### src/rtl/telemetry_rx_if.sv
// Byte stream from UART_rcv into the telemetry decoder, plus decoded values,
// frame/error statistics and the decoder's state for observation.
interface telemetry_rx_if;
   // rx_rdy/clr_rdy: a byte moves on every rising edge where rx_rdy is high.
   // clr_rdy mirrors rx_rdy combinationally because the decoder never stalls.
   logic        rx_rdy;
   logic [7:0]  rx_data;
   logic        clr_rdy;
   logic [11:0] batt;
   logic [11:0] curr;
   logic [11:0] torque;
   logic        vld;
   logic        frm_err;
   logic [15:0] frm_cnt;
   logic [7:0]  err_cnt;
   logic [1:0]  state;

   modport master (
      output rx_rdy, rx_data,
      input  clr_rdy, batt, curr, torque, vld, frm_err, frm_cnt, err_cnt, state
   );

   modport slave (
      input  rx_rdy, rx_data,
      output clr_rdy, batt, curr, torque, vld, frm_err, frm_cnt, err_cnt, state
   );
endinterface

### src/rtl/telemetry_rx.sv
// Decodes 8-byte telemetry frames (AA 55 + three 12-bit values) from UART_rcv,
// commits values with a vld strobe and keeps good/bad frame counters.
module telemetry_rx #(
   parameter logic [19:0] TIMEOUT = 20'd200000
) (
   input  logic           clk,
   input  logic           rst,
   telemetry_rx_if.slave  bus
);

   localparam logic [1:0] SYNC1   = 2'd0;
   localparam logic [1:0] SYNC2   = 2'd1;
   localparam logic [1:0] PAYLOAD = 2'd2;

   logic [1:0]  state_q, state_d;
   logic [2:0]  idx_q, idx_d;
   logic [19:0] gap_q, gap_d;
   logic [11:0] sh_batt_q, sh_batt_d;
   logic [11:0] sh_curr_q, sh_curr_d;
   logic [3:0]  sh_torq_q, sh_torq_d;
   logic [11:0] batt_q, batt_d;
   logic [11:0] curr_q, curr_d;
   logic [11:0] torque_q, torque_d;
   logic        vld_q, vld_d;
   logic        frm_err_q, frm_err_d;
   logic [15:0] frm_cnt_q, frm_cnt_d;
   logic [7:0]  err_cnt_q, err_cnt_d;
   logic [19:0] gap_inc;
   logic        take;

   assign bus.clr_rdy = bus.rx_rdy;
   assign take        = bus.rx_rdy;
   assign gap_inc     = gap_q + 20'd1;

   always_comb begin
      state_d   = state_q;
      idx_d     = idx_q;
      sh_batt_d = sh_batt_q;
      sh_curr_d = sh_curr_q;
      sh_torq_d = sh_torq_q;
      batt_d    = batt_q;
      curr_d    = curr_q;
      torque_d  = torque_q;
      vld_d     = 1'b0;
      frm_err_d = 1'b0;
      frm_cnt_d = frm_cnt_q;
      err_cnt_d = err_cnt_q;

      if (take || state_q == SYNC1) gap_d = '0;
      else                          gap_d = gap_inc;

      case (state_q)
         SYNC1: begin
            if (take && bus.rx_data == 8'hAA) state_d = SYNC2;
         end
         SYNC2: begin
            if (take) begin
               if (bus.rx_data == 8'h55) begin
                  state_d = PAYLOAD;
                  idx_d   = 3'd0;
               end else if (bus.rx_data != 8'hAA) begin
                  state_d   = SYNC1;
                  frm_err_d = 1'b1;
               end
            end
         end
         PAYLOAD: begin
            if (take) begin
               // Even positions carry a value's high nibble; the top nibble must be zero.
               if (!idx_q[0] && bus.rx_data[7:4] != 4'h0) begin
                  state_d   = SYNC1;
                  frm_err_d = 1'b1;
               end else begin
                  idx_d = idx_q + 3'd1;
                  case (idx_q)
                     3'd0: sh_batt_d[11:8] = bus.rx_data[3:0];
                     3'd1: sh_batt_d[7:0]  = bus.rx_data;
                     3'd2: sh_curr_d[11:8] = bus.rx_data[3:0];
                     3'd3: sh_curr_d[7:0]  = bus.rx_data;
                     3'd4: sh_torq_d       = bus.rx_data[3:0];
                     default: begin
                        batt_d    = sh_batt_q;
                        curr_d    = sh_curr_q;
                        torque_d  = {sh_torq_q, bus.rx_data};
                        vld_d     = 1'b1;
                        frm_cnt_d = frm_cnt_q + 16'd1;
                        state_d   = SYNC1;
                        idx_d     = 3'd0;
                     end
                  endcase
               end
            end
         end
         default: state_d = SYNC1;
      endcase

      // A byte on the same edge keeps the frame alive, so timeout only fires on idle edges.
      if (!take && state_q != SYNC1 && gap_inc == TIMEOUT) begin
         state_d   = SYNC1;
         frm_err_d = 1'b1;
         gap_d     = '0;
      end

      if (frm_err_d && err_cnt_q != 8'hFF) err_cnt_d = err_cnt_q + 8'd1;
   end

   always_ff @(posedge clk or posedge rst) begin
      if (rst) begin
         state_q   <= SYNC1;
         idx_q     <= '0;
         gap_q     <= '0;
         sh_batt_q <= '0;
         sh_curr_q <= '0;
         sh_torq_q <= '0;
         batt_q    <= '0;
         curr_q    <= '0;
         torque_q  <= '0;
         vld_q     <= 1'b0;
         frm_err_q <= 1'b0;
         frm_cnt_q <= '0;
         err_cnt_q <= '0;
      end else begin
         state_q   <= state_d;
         idx_q     <= idx_d;
         gap_q     <= gap_d;
         sh_batt_q <= sh_batt_d;
         sh_curr_q <= sh_curr_d;
         sh_torq_q <= sh_torq_d;
         batt_q    <= batt_d;
         curr_q    <= curr_d;
         torque_q  <= torque_d;
         vld_q     <= vld_d;
         frm_err_q <= frm_err_d;
         frm_cnt_q <= frm_cnt_d;
         err_cnt_q <= err_cnt_d;
      end
   end

   assign bus.batt    = batt_q;
   assign bus.curr    = curr_q;
   assign bus.torque  = torque_q;
   assign bus.vld     = vld_q;
   assign bus.frm_err = frm_err_q;
   assign bus.frm_cnt = frm_cnt_q;
   assign bus.err_cnt = err_cnt_q;
   assign bus.state   = state_q;

endmodule

### src/flat_wrapper.sv
// flat-port wrapper written by rule: the top's interface ports become plain ports
module telemetry_rx_flat 
#(
   parameter logic [19:0] TIMEOUT = 20'd200000
)
  (clk, rst, bus_rx_rdy, bus_rx_data, bus_clr_rdy, bus_batt, bus_curr, bus_torque, bus_vld, bus_frm_err, bus_frm_cnt, bus_err_cnt, bus_state);
  telemetry_rx_if bus_i ();
  input  logic clk;
  input  logic rst;
  input wire logic [$bits(bus_i.rx_rdy)-1:0] bus_rx_rdy;
  input wire logic [$bits(bus_i.rx_data)-1:0] bus_rx_data;
  output wire logic [$bits(bus_i.clr_rdy)-1:0] bus_clr_rdy;
  output wire logic [$bits(bus_i.batt)-1:0] bus_batt;
  output wire logic [$bits(bus_i.curr)-1:0] bus_curr;
  output wire logic [$bits(bus_i.torque)-1:0] bus_torque;
  output wire logic [$bits(bus_i.vld)-1:0] bus_vld;
  output wire logic [$bits(bus_i.frm_err)-1:0] bus_frm_err;
  output wire logic [$bits(bus_i.frm_cnt)-1:0] bus_frm_cnt;
  output wire logic [$bits(bus_i.err_cnt)-1:0] bus_err_cnt;
  output wire logic [$bits(bus_i.state)-1:0] bus_state;
  assign bus_i.rx_rdy = bus_rx_rdy;
  assign bus_i.rx_data = bus_rx_data;
  assign bus_clr_rdy = bus_i.clr_rdy;
  assign bus_batt = bus_i.batt;
  assign bus_curr = bus_i.curr;
  assign bus_torque = bus_i.torque;
  assign bus_vld = bus_i.vld;
  assign bus_frm_err = bus_i.frm_err;
  assign bus_frm_cnt = bus_i.frm_cnt;
  assign bus_err_cnt = bus_i.err_cnt;
  assign bus_state = bus_i.state;
  telemetry_rx #(.TIMEOUT(TIMEOUT)) u_core (.clk(clk), .rst(rst), .bus(bus_i));
endmodule
### config.mk
export PLATFORM = sky130hd
export DESIGN_NAME = telemetry_rx_flat
export DESIGN_NICKNAME = d
export VERILOG_FILES = /design/src/rtl/telemetry_rx_if.sv /design/src/rtl/telemetry_rx.sv /design/src/flat_wrapper.sv
export SDC_FILE = /design/constraint.sdc
export NUM_CORES = 1
export LEC_CHECK = 0
export BUFFER_PORTS_ARGS = -buffer_cell sky130_fd_sc_hd__buf_2
export CORE_UTILIZATION = 25
export CTS_BUF_LIST = sky130_fd_sc_hd__clkbuf_2 sky130_fd_sc_hd__clkbuf_4 sky130_fd_sc_hd__clkbuf_8
export DETAILED_ROUTE_END_ITERATION = 6
export GPL_TIMING_DRIVEN = 0
export PLACE_DENSITY = 0.46
export SYNTH_ARGS = -nofsm -noshare
export SYNTH_HDL_FRONTEND = slang
export SYNTH_SLANG_ARGS = --single-unit
### constraint.sdc
create_clock -name clk -period 3.8 [get_ports clk]
set_clock_uncertainty 0.05 [all_clocks]
set_input_delay 0.38 -clock clk [delete_from_list [all_inputs] [get_ports clk]]
set_output_delay 0.38 -clock clk [all_outputs]
set_load 0.02 [all_outputs]
==> flow_summary.json, run 1 <==
{
  "status": "finished clean",
  "ys_types": 55,
  "vias": 4071,
  "cts_tree": "done",
  "holdPathStages": 3,
  "fin_util_pct": 30.9,
  "initial_core_util_pct": 25.4,
  "r2r_end": "u_core.bus.err_cnt[1]",
  "postSynthAreaPerCell_um2": 10.2,
  "hold_path_startpoint": "bus_rx_data[4]",
  "required_ps": 4080,
  "cts_max_path_buffers": 2,
  "numClockSinks": 115,
  "synth_warnings": 0,
  "synth_cells": 526,
  "reg2reg_from": "u_core.gap_q[0]",
  "ys_async_sr_fraction_pct": 100,
  "htreeDepth": 4,
  "ys.flop_type": "dfrtp_1",
  "timing.fmax_mhz": 318,
  "most-common-layout-cells": "nand2_1 (144), dfrtp_1 (115), buf_2 (82)",
  "whs_endpoint": "u_core.bus.torque[4]",
  "grt_pass1_wl_um": 21700,
  "critPathTopFamily": "simple AND/OR/NAND/NOR gates",
  "power.total_mw": 2.63,
  "die_area_um2": 22000,
  "r2r_slack_ps": 650,
  "p_leak_nw": 3.29,
  "first_global_vias": 4160,
  "drive_above_1_share_pct": 25.0,
  "finalHoldViolCount": 0,
  "synth_edf_count": 0,
  "track_usage_pct": 12.9,
  "fin_nets": 645,
  "cp_num_buf_inv": 1,
  "endpoint_kind": "flip-flop",
  "drc_errors": 0,
  "final_antenna_net_count": 0,
  "hold_path_class": "input port to flip-flop",
  "cts_buffers": 17,
  "rows": 53,
  "reg2reg_depth": 9,
  "path_clk_slew_ps": 80,
  "cap_violations": 0,
  "ir_drop_mv": 0.194,
  "slew_viol_final": 0,
  "place_congestion": 0.806,
  "post-route-period-util_pct": 82.9,
  "synth_nets": 549,
  "drt_iter0_markers": 150,
  "cp_data_arrival_time_ps": 3430,
  "vias_per_cell": 4.47,
  "gr-total-overflow": 0,
  "wl_per_cell_um": 14.2,
  "setup_viol": 0,
  "clk_latency_ps": 450,
  "n_antenna_cell": 0,
  "areaGrowthSynthToFinish_pct": 21.6,
  "start_kind": "flip-flop",
  "crit_chain": "ha_1, nand3_1, or4_4, nor3_2, o22ai_1, or4_1, buf_2, a21boi_2, mux2_1",
  "die_x_um": 148,
  "core_um2": 21000,
  "fin_crit_ps": 3150,
  "io_buffers": 75,
  "root_buffer": "clkbuf_8",
  "rsz0062_at_grt": "no",
  "max_slew_margin_pct": 64.5,
  "die_h_um": 148,
  "seq_area_frac_synth_pct": 53.8,
  "cp_max_fo": 8,
  "critPathSlowestCell": "or4_4",
  "drtPass1Iterations": 4,
  "power.density_nw_per_um2": 405,
  "place_hpwl_um": 9050,
  "ys_ff_latch": 115,
  "worst_pin_slew_ps": 532,
  "path_class": "flip-flop to flip-flop",
  "cp_slowest_stage_delay_ps": 550,
  "synth_area_um2": 5350,
  "layout_commonest_cell": "nand2_1",
  "grt_max_degree": 62,
  "ios": 76,
  "antenna_found_initial": 0,
  "wirelength_um": 13000
}
where the power goes:
group / switching (mW) / internal (mW)
Clock: 0.597 / 0.564
Sequential: 0.0360 / 1.25
Combinational: 0.126 / 0.0631
timing repair:
action,4_1_cts,5_1_grt
endpoints found under the hold margin,54,0
gates resized for setup,0,0
setup endpoints to repair,0,0
buffers inserted,0,0
hold buffers,1,0
kinds of logic after synthesis:
kind of cell,share of synthesized area (%)
flip-flops,53.8
XOR/XNOR,5.41
multiplexers,7.14
AO/OA/AOI/OAI,6.11
adder cells (fa/ha/maj),2.81
AND/OR/NAND/NOR,21.5
buffers and inverters,3.18
cell usage after synthesis, drive strengths merged, types with 4 or more instances:
cell    instances  share of area, %
nor2           37               2.6
clkbuf         11              0.77
or4             5              0.77
nor3            4              0.47
a21oi          13               1.2
buf            12               1.3
xor2           12               2.0
dfrtp         115                54
o32ai           4              0.66
nand4          11               1.6
and4            5              0.82
ha             12               2.8
xnor2          21               3.4
o21ai           7              0.73
nand3          15               1.4
and3            6              0.70
inv            16               1.1
mux2           33               7.0
nand2         144                10
a21boi          4              0.63
layer usage:
metal | track usage (%) | vias to the layer above | wire (µm)
li1 | - | 1967 | -
met1 | 16.7 | 2000 | 6250
met2 | 19.8 | 82 | 5920
met3 | 3.62 | 22 | 517
met4 | 5.93 | 0 | 259
met5 | 0 | - | 0
final cells by class:
type	count	area, µm²
repair buffers	77	413
clock buffers	19	255
clock inverters	13	136
fillers	2165	14500
flip-flops and latches	115	2880
inverters	16	65.1
plain buffers	23	110
multi-input cells	372	2300
well taps	275	344
state kept, by name, summed over array words and instances, names as in the netlist:
name                flops
u_core.bus.torque      12
u_core.sh_torq_q        4
u_core.bus.state        2
u_core.bus.batt        12
u_core.sh_curr_q       12
u_core.sh_batt_q       12
u_core.idx_q            3
u_core.bus.frm_err      1
u_core.bus.curr        12
u_core.gap_q           20
u_core.bus.frm_cnt     16
u_core.bus.vld          1
u_core.bus.err_cnt      8
worst reg2reg max path, delay by kind of cell, from the launching register on:
family	cells	cell delay [ps]
flip-flops	1	460
multiplexers	1	340
AND/OR/NAND/NOR	4	1480
adder cells (fa/ha/maj)	1	230
AO/OA/AOI/OAI	2	270
buffers and inverters	1	200
metrics by stage:
step	hold WS [ps]	setup TNS [ps]	area [µm²]	worst slack (ps)	instances
6_report	163	0	6500	651	910
5_1_grt	136	0	6500	405	910
4_1_cts	126	0	6500	669	910
3_5_place_dp	408	0	6100	703	877
3_3_place_gp	400	-131660	6060	-1150	876
2_1_floorplan	383	0	5350	326	526
worst max-delay path by stage:
| stage | end | depth (start not counted) | startpoint |
|---|---|---|---|
| after floorplan | u_core.bus.batt[0] | 1 | rst |
| after global placement | u_core.bus.curr[0] | 2 | rst |
| after detailed placement | u_core.bus.err_cnt[1] | 9 | u_core.gap_q[0] |
| after CTS | u_core.bus.err_cnt[1] | 9 | u_core.gap_q[0] |
| after global routing | u_core.bus.err_cnt[1] | 9 | u_core.gap_q[0] |
| final | u_core.bus.err_cnt[1] | 9 | u_core.gap_q[0] |
(Power assumes the default switching activity.)
==> run 2: changes to the inputs <==
ABC_AREA = 1   (was default)
PLACE_DENSITY = 0.48   (was 0.46)
clock period = 2.85 ns   (was 3.8 ns; I/O delays follow)
==> run 2 against run 1 <==
Final cell count rose by 8.5%. Cell area fell by 1.5%. Synthesized cell count grew 15%. Register-to-register slack worse by 260 ps. Total power increased by 77%. Critical endpoint is now u_core.bus.torque[0]. Count of clock-buffer cells in the layout is 1 lower. Fmax increased by 28%. Largest power group unchanged. Hold slack got worse by 1.1 ps. Utilization increased by 0.53 points. First-iteration DRC count up 41%. Worst setup slack lost 260 ps.
==> flow_summary.json, run 2 <==
{
  "status": "finished clean",
  "power.density_nw_per_um2": 728,
  "synth-simple-area-share_pct": 27.5,
  "top_register": "u_core.gap_q",
  "cts_tree": "done",
  "drt_iter0_markers": 212,
  "muxShareOfSynthArea_pct": 0,
  "die_h_um": 147,
  "largest_register_ff_count": 20,
  "crit_chain": "inv_1, ha_1, nor2_1, nor2_1, a21oi_1, nand4_1, clkbuf_1, clkbuf_1, o21ai_0",
  "core_um2": 20400,
  "die_area_um2": 21500,
  "vias": 4238,
  "ir_drop_mv": 0.259,
  "antenna_found_initial": 0,
  "post-route-period-util_pct": 86.4,
  "cap_violations": 0,
  "endpoint_kind": "flip-flop",
  "finalHoldViolCount": 0,
  "final_antenna_net_count": 0,
  "synth_compound_area_share_pct": 5.75,
  "htreeDepth": 4,
  "cts_resized": 0,
  "drc_errors": 0,
  "cp_data_arrival_time_ps": 2720,
  "drive_above_1_share_pct": 17.9,
  "rows": 52,
  "top_usage_layer": "met2",
  "synth.most_common_cell": "nand2_1",
  "layout_commonest_cell": "nand2_1",
  "p_leak_nw": 3.27,
  "ios": 76,
  "critPathSlowestCell": "clkbuf_1",
  "clk_latency_ps": 440,
  "place_ws_ps": 345,
  "yosysTopAreaCell": "dfrtp_1",
  "wirelength_um": 12900,
  "start_kind": "flip-flop",
  "timing.final.ws_setup_ps": 387,
  "grt_pass1_wl_um": 21400,
  "max_slew_margin_pct": 40.4,
  "cts_max_path_buffers": 2,
  "synth_commonest_cells": "nand2_1 (218), dfrtp_1 (115), nor2_1 (48)",
  "worstSetupEndpoint": "u_core.bus.torque[0]",
  "fin_tns_setup_ps": 0,
  "vias_per_cell": 4.29,
  "ys_async_sr_fraction_pct": 100,
  "wl_per_cell_um": 13.1,
  "dp.cells": 954,
  "met1_usage_pct": 17.0,
  "cp_slowest_stage_delay_ps": 450,
  "drtPass1Iterations": 4,
  "cts_buffers": 17,
  "ys_top_cells_by_area": "dfrtp_1 (55%), nand2_1 (16%), o21ai_0 (3.9%), nor2_1 (3.4%), inv_1 (3.3%)",
  "synth_warnings": 0,
  "ys.flop_type": "dfrtp_1",
  "reg2reg_depth": 9,
  "seq_area_frac_synth_pct": 55.1,
  "numClockSinks": 115,
  "root_buffer": "clkbuf_8",
  "crit_path_start": "u_core.idx_q[0]",
  "power.total_mw": 4.66,
  "synth_xor_area_share_pct": 4.36,
  "synth_top_family_by_area": "simple AND/OR/NAND/NOR gates",
  "synth_edf_count": 0,
  "place_hpwl_um": 9190,
  "r2r_end": "u_core.bus.torque[0]",
  "slew_viol_final": 0,
  "met3_usage_pct": 3.62,
  "grt_max_degree": 40,
  "stdcell_count": 987,
  "most-common-layout-cells": "nand2_1 (218), dfrtp_1 (115), buf_2 (75)",
  "synth_nets": 629,
  "io_buffers": 75,
  "fin_nets": 727,
  "track_usage_pct": 12.8,
  "gr-total-overflow": 0,
  "synth_cells": 606,
  "hold_path_class": "input port to flip-flop",
  "place_congestion": 0.775,
  "worst_pin_slew_ps": 886,
  "cp_max_fo": 10,
  "ys_ff_latch": 115,
  "met2_usage_pct": 19.9,
  "synth_area_um2": 5220,
  "synth_top_area_share_pct": 55.1,
  "timing.fmax_mhz": 406,
  "postSynthAreaPerCell_um2": 8.62,
  "rsz0062_at_grt": "no",
  "reg2reg_from": "u_core.idx_q[0]",
  "path_clk_slew_ps": 80,
  "initial_core_util_pct": 25.6,
  "n_antenna_cell": 0,
  "r2r_slack_ps": 390,
  "required_ps": 3100,
  "setup_viol": 0,
  "ys_types": 32,
  "die_x_um": 147,
  "areaGrowthSynthToFinish_pct": 22.6,
  "path_class": "flip-flop to flip-flop",
  "fin_crit_ps": 2460,
  "first_global_vias": 4109,
  "synthAdderAreaFrac_pct": 2.87
}
run 2: cell types whose count changed after synthesis, sizes merged, moves of 10 or more:
cell and delta:
buf -10, nand3 +17, inv +31, nand2 +77
nor2 +17, o21ai +36, mux2 -33, xnor2 -11
run 2: per-layer routing:
layer | vias to the layer above | wire (µm) | part of all wire [%]
li1 | 2125 | - | -
met2 | 80 | 5980 | 46
met1 | 2023 | 6260 | 49
met5 | - | 0 | 0
met4 | 0 | 142 | 1.1
met3 | 10 | 501 | 3.9
run 2: worst min-delay path by stage:
stage | startpoint | to | cells past startpoint | slack (ps)
floorplan | u_core.sh_batt_q[0] | u_core.bus.batt[0] | 2 | 390
global placement | u_core.sh_batt_q[1] | u_core.bus.batt[1] | 2 | 400
detailed placement | rst | u_core.gap_q[13] | 2 | 150
CTS | bus_rx_data[7] | u_core.sh_curr_q[7] | 3 | 130
global route | bus_rx_data[7] | u_core.sh_curr_q[7] | 3 | 140
finish | bus_rx_data[7] | u_core.sh_curr_q[7] | 3 | 160
run 2: report_power, final:
part | total [mW] | switching (mW) | internal [mW]
clock network | 1.53 | 0.735 | 0.796
registers | 2.09 | 0.191 | 1.90
logic | 1.04 | 0.690 | 0.354
total | 4.66 | 1.62 | 3.05
run 2: through the flow:
stage               utilization [%]  hold WS [ps]  cell area [µm²]
CTS                            31.4           128             6400
detailed placement             29.5           145             6000
global placement               29.2           400             5940
finish                         31.4           162             6400
global route                   31.4           143             6400
floorplan                         -           392             5230
run 2: cell families after synthesis:
group                    after synthesis
flip-flops                           115
AND/OR/NAND/NOR                      336
buffers and inverters                 60
adder cells (fa/ha/maj)               12
AO/OA/AOI/OAI                         57
XOR/XNOR                              26
run 2: cell type report:
cell class / count / area, µm²
fillers: 2172 / 14000
flip-flops and latches: 115 / 2880
multi-input cells: 431 / 2120
repair buffers: 79 / 445
well taps: 270 / 338
clock buffers: 18 / 241
inverters: 47 / 180
clock inverters: 14 / 153
plain buffers: 13 / 52.6
run 2: what timing repair did:
action,in CTS,in global routing
setup endpoints to repair,0,0
buffers inserted,0,0
endpoints found under the hold margin,77,0
hold buffers,1,0
run 2: critical path, delay by kind of cell, from the launching register on:
kind / cells / cell delay (ps)
DFF: 1 / 420
AOI/OAI and AO/OA: 2 / 210
and+or+nand+nor: 3 / 340
adders and majority gates: 1 / 210
buffers and inverters: 3 / 1090
